**src/rtl/mul_operand_feeder_if.sv**
```systemverilog
// Operand-pair handshake and MUL serial bus between an upstream source and mul_operand_feeder.
// The slave modport is the feeder's view; master is the environment (source plus MUL) side.
interface mul_operand_feeder_if #(
    parameter int unsigned WIDTH = 16
) ();
    logic             op_valid;
    logic             op_ready;
    logic [WIDTH-1:0] op_a;
    logic [WIDTH-1:0] op_b;
    logic             mul_start;
    logic [WIDTH-1:0] mul_data;
    logic             mul_done;

    modport master (
        output op_valid, op_a, op_b, mul_done,
        input  op_ready, mul_start, mul_data
    );

    modport slave (
        input  op_valid, op_a, op_b, mul_done,
        output op_ready, mul_start, mul_data
    );
endinterface

```
**src/rtl/mul_operand_feeder.sv**
```systemverilog
// Sequences one (A, B) operand pair onto the MUL serial interface and waits for done.
// Optional watchdog on the done wait: define MUL_FEED_TIMEOUT_EN.
module mul_operand_feeder #(
    parameter int unsigned WIDTH          = 16,
    parameter int unsigned TIMEOUT_CYCLES = 70000,
    parameter int unsigned CNT_W          = 17
) (
    input  logic                     clk,
    input  logic                     rst,
    mul_operand_feeder_if.slave      bus,
    output logic                     busy,
    output logic                     complete,
    output logic                     timeout_err
);

    if (64'(TIMEOUT_CYCLES) >= (64'd1 << CNT_W)) begin : g_bad_cfg
        $error("CNT_W too narrow for TIMEOUT_CYCLES");
    end

    typedef enum logic [1:0] {StIdle, StLoadA, StLoadB, StWaitDone} state_e;

    state_e           state_q;
    logic             op_ready_q;
    logic             mul_start_q;
    logic [WIDTH-1:0] mul_data_q;
    logic [WIDTH-1:0] b_q;
    logic             busy_q;
    logic             complete_q;

`ifdef MUL_FEED_TIMEOUT_EN
    localparam logic [CNT_W-1:0] CntLast = CNT_W'(TIMEOUT_CYCLES - 1);
    logic [CNT_W-1:0] cnt_q;
    logic             timeout_err_q;
`endif

    always_ff @(posedge clk) begin
        if (rst) begin
            state_q     <= StIdle;
            op_ready_q  <= 1'b1;
            mul_start_q <= 1'b0;
            mul_data_q  <= '0;
            b_q         <= '0;
            busy_q      <= 1'b0;
            complete_q  <= 1'b0;
`ifdef MUL_FEED_TIMEOUT_EN
            cnt_q         <= '0;
            timeout_err_q <= 1'b0;
`endif
        end else begin
            complete_q <= 1'b0;
            case (state_q)
                StIdle: begin
                    if (bus.op_valid && op_ready_q) begin
                        // A goes straight onto the bus; only B needs to be kept.
                        b_q         <= bus.op_b;
                        mul_data_q  <= bus.op_a;
                        mul_start_q <= 1'b1;
                        op_ready_q  <= 1'b0;
                        busy_q      <= 1'b1;
                        state_q     <= StLoadA;
                    end
                end
                StLoadA: begin
                    mul_data_q <= b_q;
                    state_q    <= StLoadB;
                end
                StLoadB: begin
`ifdef MUL_FEED_TIMEOUT_EN
                    cnt_q <= '0;
`endif
                    state_q <= StWaitDone;
                end
                StWaitDone: begin
                    if (bus.mul_done) begin
                        complete_q  <= 1'b1;
                        mul_start_q <= 1'b0;
                        mul_data_q  <= '0;
                        op_ready_q  <= 1'b1;
                        busy_q      <= 1'b0;
                        state_q     <= StIdle;
                    end
`ifdef MUL_FEED_TIMEOUT_EN
                    // Done has priority over the terminal count.
                    else if (cnt_q == CntLast) begin
                        timeout_err_q <= 1'b1;
                        mul_start_q   <= 1'b0;
                        mul_data_q    <= '0;
                        op_ready_q    <= 1'b1;
                        busy_q        <= 1'b0;
                        state_q       <= StIdle;
                    end else begin
                        cnt_q <= cnt_q + 1'b1;
                    end
`endif
                end
                default: begin
                    state_q <= StIdle;
                end
            endcase
        end
    end

    assign bus.op_ready  = op_ready_q;
    assign bus.mul_start = mul_start_q;
    assign bus.mul_data  = mul_data_q;
    assign busy          = busy_q;
    assign complete      = complete_q;

`ifdef MUL_FEED_TIMEOUT_EN
    assign timeout_err = timeout_err_q;
`else
    assign timeout_err = 1'b0;
`endif

endmodule

```
**src/flat_wrapper.sv**
```systemverilog
// flat-port wrapper written by rule: the top's interface ports become plain ports
module mul_operand_feeder_flat 
#(
    parameter int unsigned WIDTH          = 16,
    parameter int unsigned TIMEOUT_CYCLES = 70000,
    parameter int unsigned CNT_W          = 17
)
  (clk, rst, busy, complete, timeout_err, bus_op_valid, bus_op_a, bus_op_b, bus_mul_done, bus_op_ready, bus_mul_start, bus_mul_data);
  mul_operand_feeder_if #(.WIDTH(WIDTH)) bus_i ();
  input  logic clk;
  input  logic rst;
  output logic busy;
  output logic complete;
  output logic timeout_err;
  input wire logic [$bits(bus_i.op_valid)-1:0] bus_op_valid;
  input wire logic [$bits(bus_i.op_a)-1:0] bus_op_a;
  input wire logic [$bits(bus_i.op_b)-1:0] bus_op_b;
  input wire logic [$bits(bus_i.mul_done)-1:0] bus_mul_done;
  output wire logic [$bits(bus_i.op_ready)-1:0] bus_op_ready;
  output wire logic [$bits(bus_i.mul_start)-1:0] bus_mul_start;
  output wire logic [$bits(bus_i.mul_data)-1:0] bus_mul_data;
  assign bus_i.op_valid = bus_op_valid;
  assign bus_i.op_a = bus_op_a;
  assign bus_i.op_b = bus_op_b;
  assign bus_i.mul_done = bus_mul_done;
  assign bus_op_ready = bus_i.op_ready;
  assign bus_mul_start = bus_i.mul_start;
  assign bus_mul_data = bus_i.mul_data;
  mul_operand_feeder #(.WIDTH(WIDTH), .TIMEOUT_CYCLES(TIMEOUT_CYCLES), .CNT_W(CNT_W)) u_core (.clk(clk), .rst(rst), .bus(bus_i), .busy(busy), .complete(complete), .timeout_err(timeout_err));
endmodule
```
**config.mk**
```make
export PLATFORM = sky130hd
export DESIGN_NAME = mul_operand_feeder_flat
export DESIGN_NICKNAME = d
export VERILOG_FILES = /design/src/rtl/mul_operand_feeder_if.sv /design/src/rtl/mul_operand_feeder.sv /design/src/flat_wrapper.sv
export SDC_FILE = /design/constraint.sdc
export NUM_CORES = 1
export LEC_CHECK = 0
export ABC_CLOCK_PERIOD_IN_PS = 4300
export CAP_MARGIN = 25
export CORE_MARGIN = 1
export CORE_UTILIZATION = 45
export DETAILED_ROUTE_END_ITERATION = 16
export PLACE_DENSITY_LB_ADDON = 0.05
export SYNTH_ARGS = -nofsm -noshare
export SYNTH_HDL_FRONTEND = slang
export SYNTH_SLANG_ARGS = --single-unit
```
**constraint.sdc**
```tcl
create_clock -name clk -period 4.3 [get_ports clk]
set_clock_uncertainty 0.2 [all_clocks]
set_input_delay 0.86 -clock clk [delete_from_list [all_inputs] [get_ports clk]]
set_output_delay 0.86 -clock clk [all_outputs]
set_load 0.005 [all_outputs]
```
### Yosys cells after proc, flatten, opt, wreduce, memory -nomap -nowiden

Index checks and enable logic that the tools add are counted.
Widths: inputs -> output; s select.

* equality and inequality tests: 5
* muxes and demuxes: 13
* bitwise logic cells: 1
* reductions and logical operators: 9

Operator list (count)
* $pmux 16 s3: 1
* $mux 16: 2
* $pmux 2 s4: 1
* $reduce_and 3->1: 2
* $mux 1: 5
* $eq 2x2->1 const B: 2
* $mux 2: 2
* $pmux 1 s2: 2
* $reduce_and 2->1: 2
* $reduce_bool 3->1: 1
* $eq 2x1->1 const B: 1
* $logic_not 2->1: 1
* $ne 2x1->1 const B: 1
* $ne 2x2->1 const B: 1
* $reduce_bool 2->1: 1
* $reduce_or 2->1: 1
* $logic_and 1x1->1: 1
* $not 1->1: 1

* bits in registers: 37
* input port bits: 36

### Logic depth before layout (Yosys ltp)

Gate-level depths: netlist (run 1).

* depth in word-level cells: 3
* gate-level depth with buffers: 7
* depth with buffers taken out: 5

### Worst setup path before layout (run 1)

OpenSTA, ideal clock, no wires.

* path type: input to register
* from: in bus_op_a[6]
* to: reg u_core.mul_data_q[6], in the netlist u_core.bus.mul_data[6]
* library setup time: 70 ps
* arrival time: 1697 ps
* required time: 4030 ps
* path slack: 2332 ps
* stages: 3
* path buffers: 0
* path through: or3b_1 a2111o_1 a21oi_1

* cells in the longest elaborated chain, start to end: 2

RTL lines
* start: declaration: RTL line flat_wrapper.sv:16 `input wire logic [$bits(bus_i.op_a)-1:0] bus_op_a;`
* $mux 16: RTL line mul_operand_feeder.sv:53 `if (bus.op_valid && op_ready_q) begin`
* $pmux 16 s3: RTL line mul_operand_feeder.sv:51 `case (state_q)`
* end signal: assignment: RTL line mul_operand_feeder.sv:56 `mul_data_q <= bus.op_a;`
* end signal: assignment: RTL line mul_operand_feeder.sv:64 `mul_data_q <= b_q;`
* end: declaration: RTL line mul_operand_feeder.sv:25 `logic [WIDTH-1:0] mul_data_q;`

No other way between the ends. The select of a mux whose other input is x is not followed.
A chain may end at the register's enable or synchronous reset.

### Final worst setup path (run 1)

* from: reg u_core.state_q[1]
* to: reg u_core.mul_data_q[5], in the netlist u_core.bus.mul_data[5]

* cells in the longest elaborated chain, start to end: 3
* elaborated cells between the ends (all ways): 8
* those cells by class: eq/ne: 4; mux: 1; reduce/logical: 3

RTL lines
* start: declaration: RTL line mul_operand_feeder.sv:22 `state_e state_q;`
* start signal: assignment: RTL line mul_operand_feeder.sv:38 `state_q <= StIdle;`
* start signal: assignment: RTL line mul_operand_feeder.sv:60 `state_q <= StLoadA;`
* start signal: assignment: RTL line mul_operand_feeder.sv:65 `state_q <= StLoadB;`
* $eq 2x2->1 (tied with other cells): RTL line mul_operand_feeder.sv:51
* $ne 2x2->1 (no line) (tied with other cells)
* $reduce_and 3->1 (no line)

Parallel ways exist; a longest one is shown, timed or not.

==> out/results.tsv, run 1 <==
stage	metric	value	unit
outcome	outcome	complete, no violations	
clock_network	cts hold-fix bufs	0	
global_routing	vias in the first global route	1702	
global_routing	initial antenna violation count	0	
finish	layout cells sized above 1	4.94	%
logic_synthesis	Syn Inst Count	221	
finish	non-filler cells, final	311	
sta	crit path time final	2.40	ns
critical_path	cell family with most CP delay	compound AO/OA/AOI/OAI gates	
critical_path	WP buf/inv	1	
place	placed cell count	304	
critical_path	R2R Setup Slk	1.90	ns
critical_path	WS Path Type	reg2reg	
finish	final instance area	2470	um^2
global_routing	total congestion overflow	0	
logic_synthesis	Synth cell types	25	
logic_synthesis	post-synthesis sequential area ratio	39.9	%
global_routing	largest net degree at the start of global routing	38	
power	Static Leak	0.939	nW
routing	WL/cell	14.6	um
clock_network	Clock transition at path regs	0.07	ns
die	core area	3800	um^2
place	RePlAce Congestion	0.734	
critical_path	Register-to-Register Path Depth	5	
routing	Residual DRC	0	
routing	Antenna Nets Post-Route	0	
clock_network	CTS buffer count	5	
routing	first drt pass iteration count	4	
place	Detail Placement HPWL	2.87	mm
critical_path	CP Data Arrival Time	2.42	ns
clock_network	CTS H-Tree Depth	2	
place	Placed Area	2390	um^2
logic_synthesis	Mapped Area	1860	um^2
critical_path	crit-path max FO	32	
routing	vias	1692	
die	starting density of the core	48.9	%
min_path	Hold EP	u_core.b_q[15]	
die	IO Count	57	
clock_network	clk sinks	37	
critical_path	Worst path slowest cell	ha_1	
logic_synthesis	Yosys warning count	0	
sta	final hold vios	0	
clock_network	clk root buf	clkbuf_8	
critical_path	reg2reg end	u_core.bus.mul_data[5]	
sta	# setup viols final	0	
logic_synthesis	synth top area cells	dfxtp_1 (40%), nand2_1 (10%), a21oi_1 (10%), a2111o_1 (9.7%), or3b_1 (7.5%)	
routing	First DRT Iteration DRCs	82	
sta	final slew viol count	0	
finish	nets@finish	305	
sta	RSZ-0062 raised after global routing	no	
sta	Final period util	55.9	%
sta	Setup TNS	0	ns
critical_path	CP Launch Type	flop	
min_path	cell depth of the worst hold path	2	
finish	most frequent cells in the layout	clkdlybuf4s50_1 (55), nand2_1 (50), a21oi_1 (37), dfxtp_1 (37)	
die	Die H	66.2	um
job	Max Cap Viol	0	
sta	FMAX	0.416	GHz
sta	Slew HR	31.5	%
power	maximum vdd drop	327	uV
sta	Fin Hold WS	0.256	ns
min_path	HP Start	u_core.b_q[15]	
power	PwrDens	587	nW/um^2
global_routing	Total Routing Usage GR	22.4	%
clock_network	CTS tree	built	
logic_synthesis	Synthesized Nets	263	
clock_network	Resize count post-CTS	0	
finish	commonest non-fill, non-tap cell in the layout	clkdlybuf4s50_1	
logic_synthesis	Synth top area share	39.9	%
routing	routed wire length	4.55	mm
die	cell row count	22	
die	Die W	66.2	um
critical_path	required time of the critical path	4.31	ns
place	port bufs	55	
logic_synthesis	Synth Register Bits	37	
finish	diode count	0	
die	Die ar.	4390	um^2
finish	area growth from synthesis to layout	33.3	%
logic_synthesis	syn_area_per_cell	8.40	um^2
critical_path	crit path cell chain	inv_1 -> ha_1 -> or3b_1 -> a2111o_1 -> a21oi_1	
sta	Least-Margin Pin Slew	1.03	ns
critical_path	worst r2r src	u_core.state_q[1]	
critical_path	Critical Path Max Stage Delay	0.54	ns
clock_network	CTS max path bufs	2	
clock_network	worst skew pair latency	0.28	ns
global_routing	global-route wire length before repair	7.62	mm
logic_synthesis	top cell type by total area after synthesis	dfxtp_1	
min_path	Hold WC Path Type	reg2reg	
clock_network	Post-CTS Setup Inserts	0	
critical_path	CP Capture Type	flop	
routing	via/cell ratio	5.44	
==> cells in the mapped netlist, drive strengths merged <==
master,number
a2111o,16
a21bo,1
a21boi,1
a21oi,37
and3,1
buf,10
clkbuf,14
conb,1
dfxtp,37
ha,6
inv,4
nand2,50
nand2b,1
nand3,2
nor2,1
nor2b,1
nor3,1
nor4,1
o21ai,2
o21bai,2
o31ai,16
or3b,16
==> sequential cells by signal (all words and copies together), names as in the netlist <==
name	flops
u_core.bus.op_ready	1
u_core.complete	1
u_core.state_q	2
u_core.busy	1
u_core.bus.mul_data	16
u_core.b_q	16
==> tightest hold or removal path, stage by stage, from the launching register on <==
cell and delay [ns]:
dfxtp_1 0.31, nand2_1 0.05, a21oi_1 0.05
==> cells by family (layout without fill, tap and decap cells) <==
| kind of cell | Yosys count | in the layout | synth area share (%) |
|---|---|---|---|
| and+or+nand+nor | 74 | 74 | 20.0 |
| adders and majority gates | 6 | 6 | 4.04 |
| AOI/OAI and AO/OA | 75 | 75 | 28.6 |
| buffers and inverters | 28 | 70 | 7.21 |
| DFF | 37 | 37 | 39.9 |
| other | 1 | 1 | 0.202 |
==> layer usage <==
layer	track usage, %	vias to the layer above	part of all wire, %
met2	39.0	46	45
met4	5.59	0	0.79
met5	0	-	0
li1	-	876	-
met3	3.97	5	5.0
met1	28.3	765	49
==> metrics by stage <==
| step | power (W) | worst slack (ns) | utilization [%] |
|---|---|---|---|
| 2_1_floorplan | 0.000971 | 2.33 | - |
| 3_3_place_gp | 0.00120 | 1.73 | 62.5 |
| 3_5_place_dp | 0.00122 | 1.70 | 62.9 |
| 4_1_cts | 0.00146 | 1.89 | 65.2 |
| 5_1_grt | 0.00156 | 1.72 | 65.2 |
| 6_report | 0.00145 | 1.90 | 65.2 |
==> report_power, final <==
part,total (W),internal (W),switching [W],leakage [nW]
Sequential,0.000513,0.000446,0.0000674,0.303
Clock,0.000240,0.000127,0.000113,0.0443
Combinational,0.000700,0.000347,0.000353,0.592
Total,0.00145,0.000920,0.000533,0.939
==> layout make-up <==
| class | count | area [um^2] |
|---|---|---|
| Fill cell | 342 | 1320 |
| Multi-Input combinational cell | 156 | 985 |
| Sequential cell | 37 | 741 |
| Timing Repair Buffer | 59 | 588 |
| Clock buffer | 7 | 86.3 |
| Tap cell | 48 | 60.1 |
| Inverter | 4 | 15.0 |
==> worst max-delay path by stage <==
stage / start / to / slack (ns) / cells past startpoint
2_1_floorplan: bus_op_a[6] / u_core.bus.mul_data[6] / 2.33 / 3
3_3_place_gp: bus_op_valid / u_core.b_q[13] / 1.73 / 4
3_5_place_dp: bus_op_valid / u_core.b_q[4] / 1.70 / 4
4_1_cts: u_core.state_q[1] / u_core.bus.mul_data[1] / 1.89 / 5
5_1_grt: u_core.state_q[1] / u_core.bus.mul_data[14] / 1.72 / 5
6_report: u_core.state_q[1] / u_core.bus.mul_data[5] / 1.90 / 5
Note: power is estimated with default switching activity, not from simulation.
==> run 2: changes to the inputs <==
--- a/config.mk
+++ b/config.mk
@@ -5,7 +5,7 @@
 export SDC_FILE = /design/constraint.sdc
 export NUM_CORES = 1
 export LEC_CHECK = 0
-export ABC_CLOCK_PERIOD_IN_PS = 4300
+export ABC_CLOCK_PERIOD_IN_PS = 2350
 export CAP_MARGIN = 25
 export CORE_MARGIN = 1
 export CORE_UTILIZATION = 45
==> constraint.sdc (replaced) <==
create_clock -name clk -period 2.35 [get_ports clk]
set_clock_uncertainty 0.2 [all_clocks]
set_input_delay 0.47 -clock clk [delete_from_list [all_inputs] [get_ports clk]]
set_output_delay 0.47 -clock clk [all_outputs]
set_load 0.005 [all_outputs]
==> run 2 against run 1 <==
  * Largest cell class unchanged
  * Fmax up 15%
  * Register-to-register slack got worse by 1.6 ns
  * Routed wire length is 2.9% higher
  * Largest power group unchanged
  * Total power increased by 91%
  * Highest routed layer unchanged
  * Critical path type unchanged
  * Count of clock-buffer cells in the layout is 1 higher
  * Final cell count is 1.6% higher
==> out/results.tsv, run 2 (synthesis gave the netlist of run 1 again) <==
stage	metric	value	unit	change
critical_path	CP Launch Type	flop		
finish	diode count	0		unchanged
critical_path	Register-to-Register Path Depth	6		+1
clock_network	Resize count post-CTS	0		unchanged
die	Die W	66.2	um	unchanged
global_routing	initial antenna violation count	0		unchanged
sta	RSZ-0062 raised after global routing	no		
sta	Slew HR	54.2	%	+23 points
routing	via/cell ratio	5.51		+1.3%
finish	commonest non-fill, non-tap cell in the layout	clkdlybuf4s50_1		
sta	final hold vios	0		unchanged
clock_network	CTS H-Tree Depth	2		unchanged
critical_path	crit-path max FO	32		unchanged
sta	final slew viol count	0		unchanged
routing	First DRT Iteration DRCs	117		+43%
finish	non-filler cells, final	316		+1.6%
critical_path	Critical Path Max Stage Delay	0.42	ns	-0.12 ns
sta	FMAX	0.479	GHz	+15%
place	Placed Area	2470	um^2	+3.6%
finish	layout cells sized above 1	5.97	%	+1.0 points
die	core area	3800	um^2	unchanged
finish	area growth from synthesis to layout	37.5	%	
clock_network	clk root buf	clkbuf_8		
die	Die H	66.2	um	unchanged
place	RePlAce Congestion	0.728		-0.80%
sta	Final period util	88.9	%	+33 points
global_routing	global-route wire length before repair	7.51	mm	-1.5%
global_routing	total congestion overflow	0		unchanged
die	Die ar.	4390	um^2	unchanged
die	IO Count	57		unchanged
sta	Least-Margin Pin Slew	0.687	ns	-0.341 ns
job	Max Cap Viol	0		unchanged
critical_path	R2R Setup Slk	0.26	ns	-1.63 ns
routing	routed wire length	4.68	mm	+2.9%
routing	first drt pass iteration count	4		unchanged
power	PwrDens	1080	nW/um^2	+85%
critical_path	CP Capture Type	flop		
critical_path	CP Data Arrival Time	2.11	ns	-0.31 ns
min_path	cell depth of the worst hold path	2		unchanged
routing	vias	1741		+2.9%
clock_network	cts hold-fix bufs	0		unchanged
power	maximum vdd drop	695	uV	+110%
clock_network	clk sinks	37		unchanged
critical_path	cell family with most CP delay	compound AO/OA/AOI/OAI gates		
clock_network	CTS max path bufs	2		unchanged
place	Detail Placement HPWL	2.91	mm	+1.3%
min_path	Hold EP	u_core.b_q[15]		
die	cell row count	22		unchanged
sta	crit path time final	2.09	ns	-0.316 ns
global_routing	vias in the first global route	1690		-0.71%
min_path	Hold WC Path Type	reg2reg		
critical_path	required time of the critical path	2.37	ns	-1.94 ns
sta	Setup TNS	0	ns	unchanged
routing	Residual DRC	0		unchanged
routing	Antenna Nets Post-Route	0		unchanged
place	placed cell count	308		+1.3%
power	Static Leak	0.969	nW	+3.2%
outcome	outcome	complete, no violations		
global_routing	Total Routing Usage GR	22.7	%	+0.27 points
sta	Fin Hold WS	0.259	ns	+0.00264 ns
min_path	HP Start	u_core.b_q[15]		
clock_network	CTS buffer count	5		unchanged
clock_network	CTS tree	built		
critical_path	WS Path Type	reg2reg		
critical_path	Worst path slowest cell	a2111o_1		
routing	WL/cell	14.8	um	+1.3%
clock_network	Post-CTS Setup Inserts	0		unchanged
die	starting density of the core	48.9	%	unchanged
critical_path	crit path cell chain	inv_1 -> ha_1 -> buf_12 -> or3b_1 -> a2111o_1 -> a21oi_1		
place	port bufs	55		unchanged
critical_path	worst r2r src	u_core.state_q[1]		
finish	most frequent cells in the layout	clkdlybuf4s50_1 (55), nand2_1 (50), a21oi_1 (37), dfxtp_1 (37)		
critical_path	reg2reg end	u_core.bus.mul_data[4]		
critical_path	WP buf/inv	2		+1
global_routing	largest net degree at the start of global routing	38		unchanged
sta	# setup viols final	0		unchanged
clock_network	Clock transition at path regs	0.07	ns	about the same
clock_network	worst skew pair latency	0.28	ns	about the same
finish	nets@finish	309		+1.3%
finish	final instance area	2550	um^2	+3.2%
-- run 2: cell types whose count changed in the layout (fill, tap and decap cells not counted) --
cell	delta
buf_12	+5
buf_8	-1
clkbuf_8	-1
clkbuf_1	+2
-- run 2: worst max-delay path by stage --
stage,start,to,cells past startpoint
after floorplan,u_core.state_q[1],u_core.bus.mul_data[10],6
after global placement,bus_op_a[4],u_core.bus.mul_data[4],4
after detailed placement,bus_op_a[10],u_core.bus.mul_data[10],4
after CTS,u_core.state_q[1],u_core.bus.mul_data[4],4
after global routing,u_core.state_q[1],u_core.bus.mul_data[14],5
final,u_core.state_q[1],u_core.bus.mul_data[4],6
-- run 2: cell type report --
cell class	count	area, um^2
Inverter	4	15.0
Clock buffer	8	80.1
Tap cell	48	60.1
Sequential cell	37	741
Fill cell	332	1240
Multi-Input combinational cell	156	985
Timing Repair Buffer	63	673
-- run 2: metal layers --
layer  part of all wire, %  up-vias  wire length, um  track usage [%]
li1                      -      886                -                -
met1                    46      787             2150             29.0
met2                    46       62             2170             37.0
met3                   6.4        6              299             4.48
met4                   1.3        0               63             9.04
met5                     0        -                0                0
-- run 2: worst min-delay path, stage by stage, from the launching register on --
cell,delay (ns)
dfxtp_1,0.31
nand2_1,0.05
a21oi_1,0.05
-- run 2: where the power goes --
group,internal (W),switching [W],leakage [nW]
registers,0.000816,0.000123,0.303
clock network,0.000211,0.000210,0.0395
logic,0.000737,0.000673,0.626
total,0.00176,0.00101,0.969
-- run 2: through the flow --
step / worst slack [ns] / total power [W] / util [%]
2_1_floorplan: 0.412 / 0.00178 / -
3_3_place_gp: 0.236 / 0.00235 / 65.1
3_5_place_dp: 0.214 / 0.00236 / 65.1
4_1_cts: 0.234 / 0.00279 / 67.2
5_1_grt: 0.138 / 0.00297 / 67.2
6_report: 0.261 / 0.00277 / 67.2
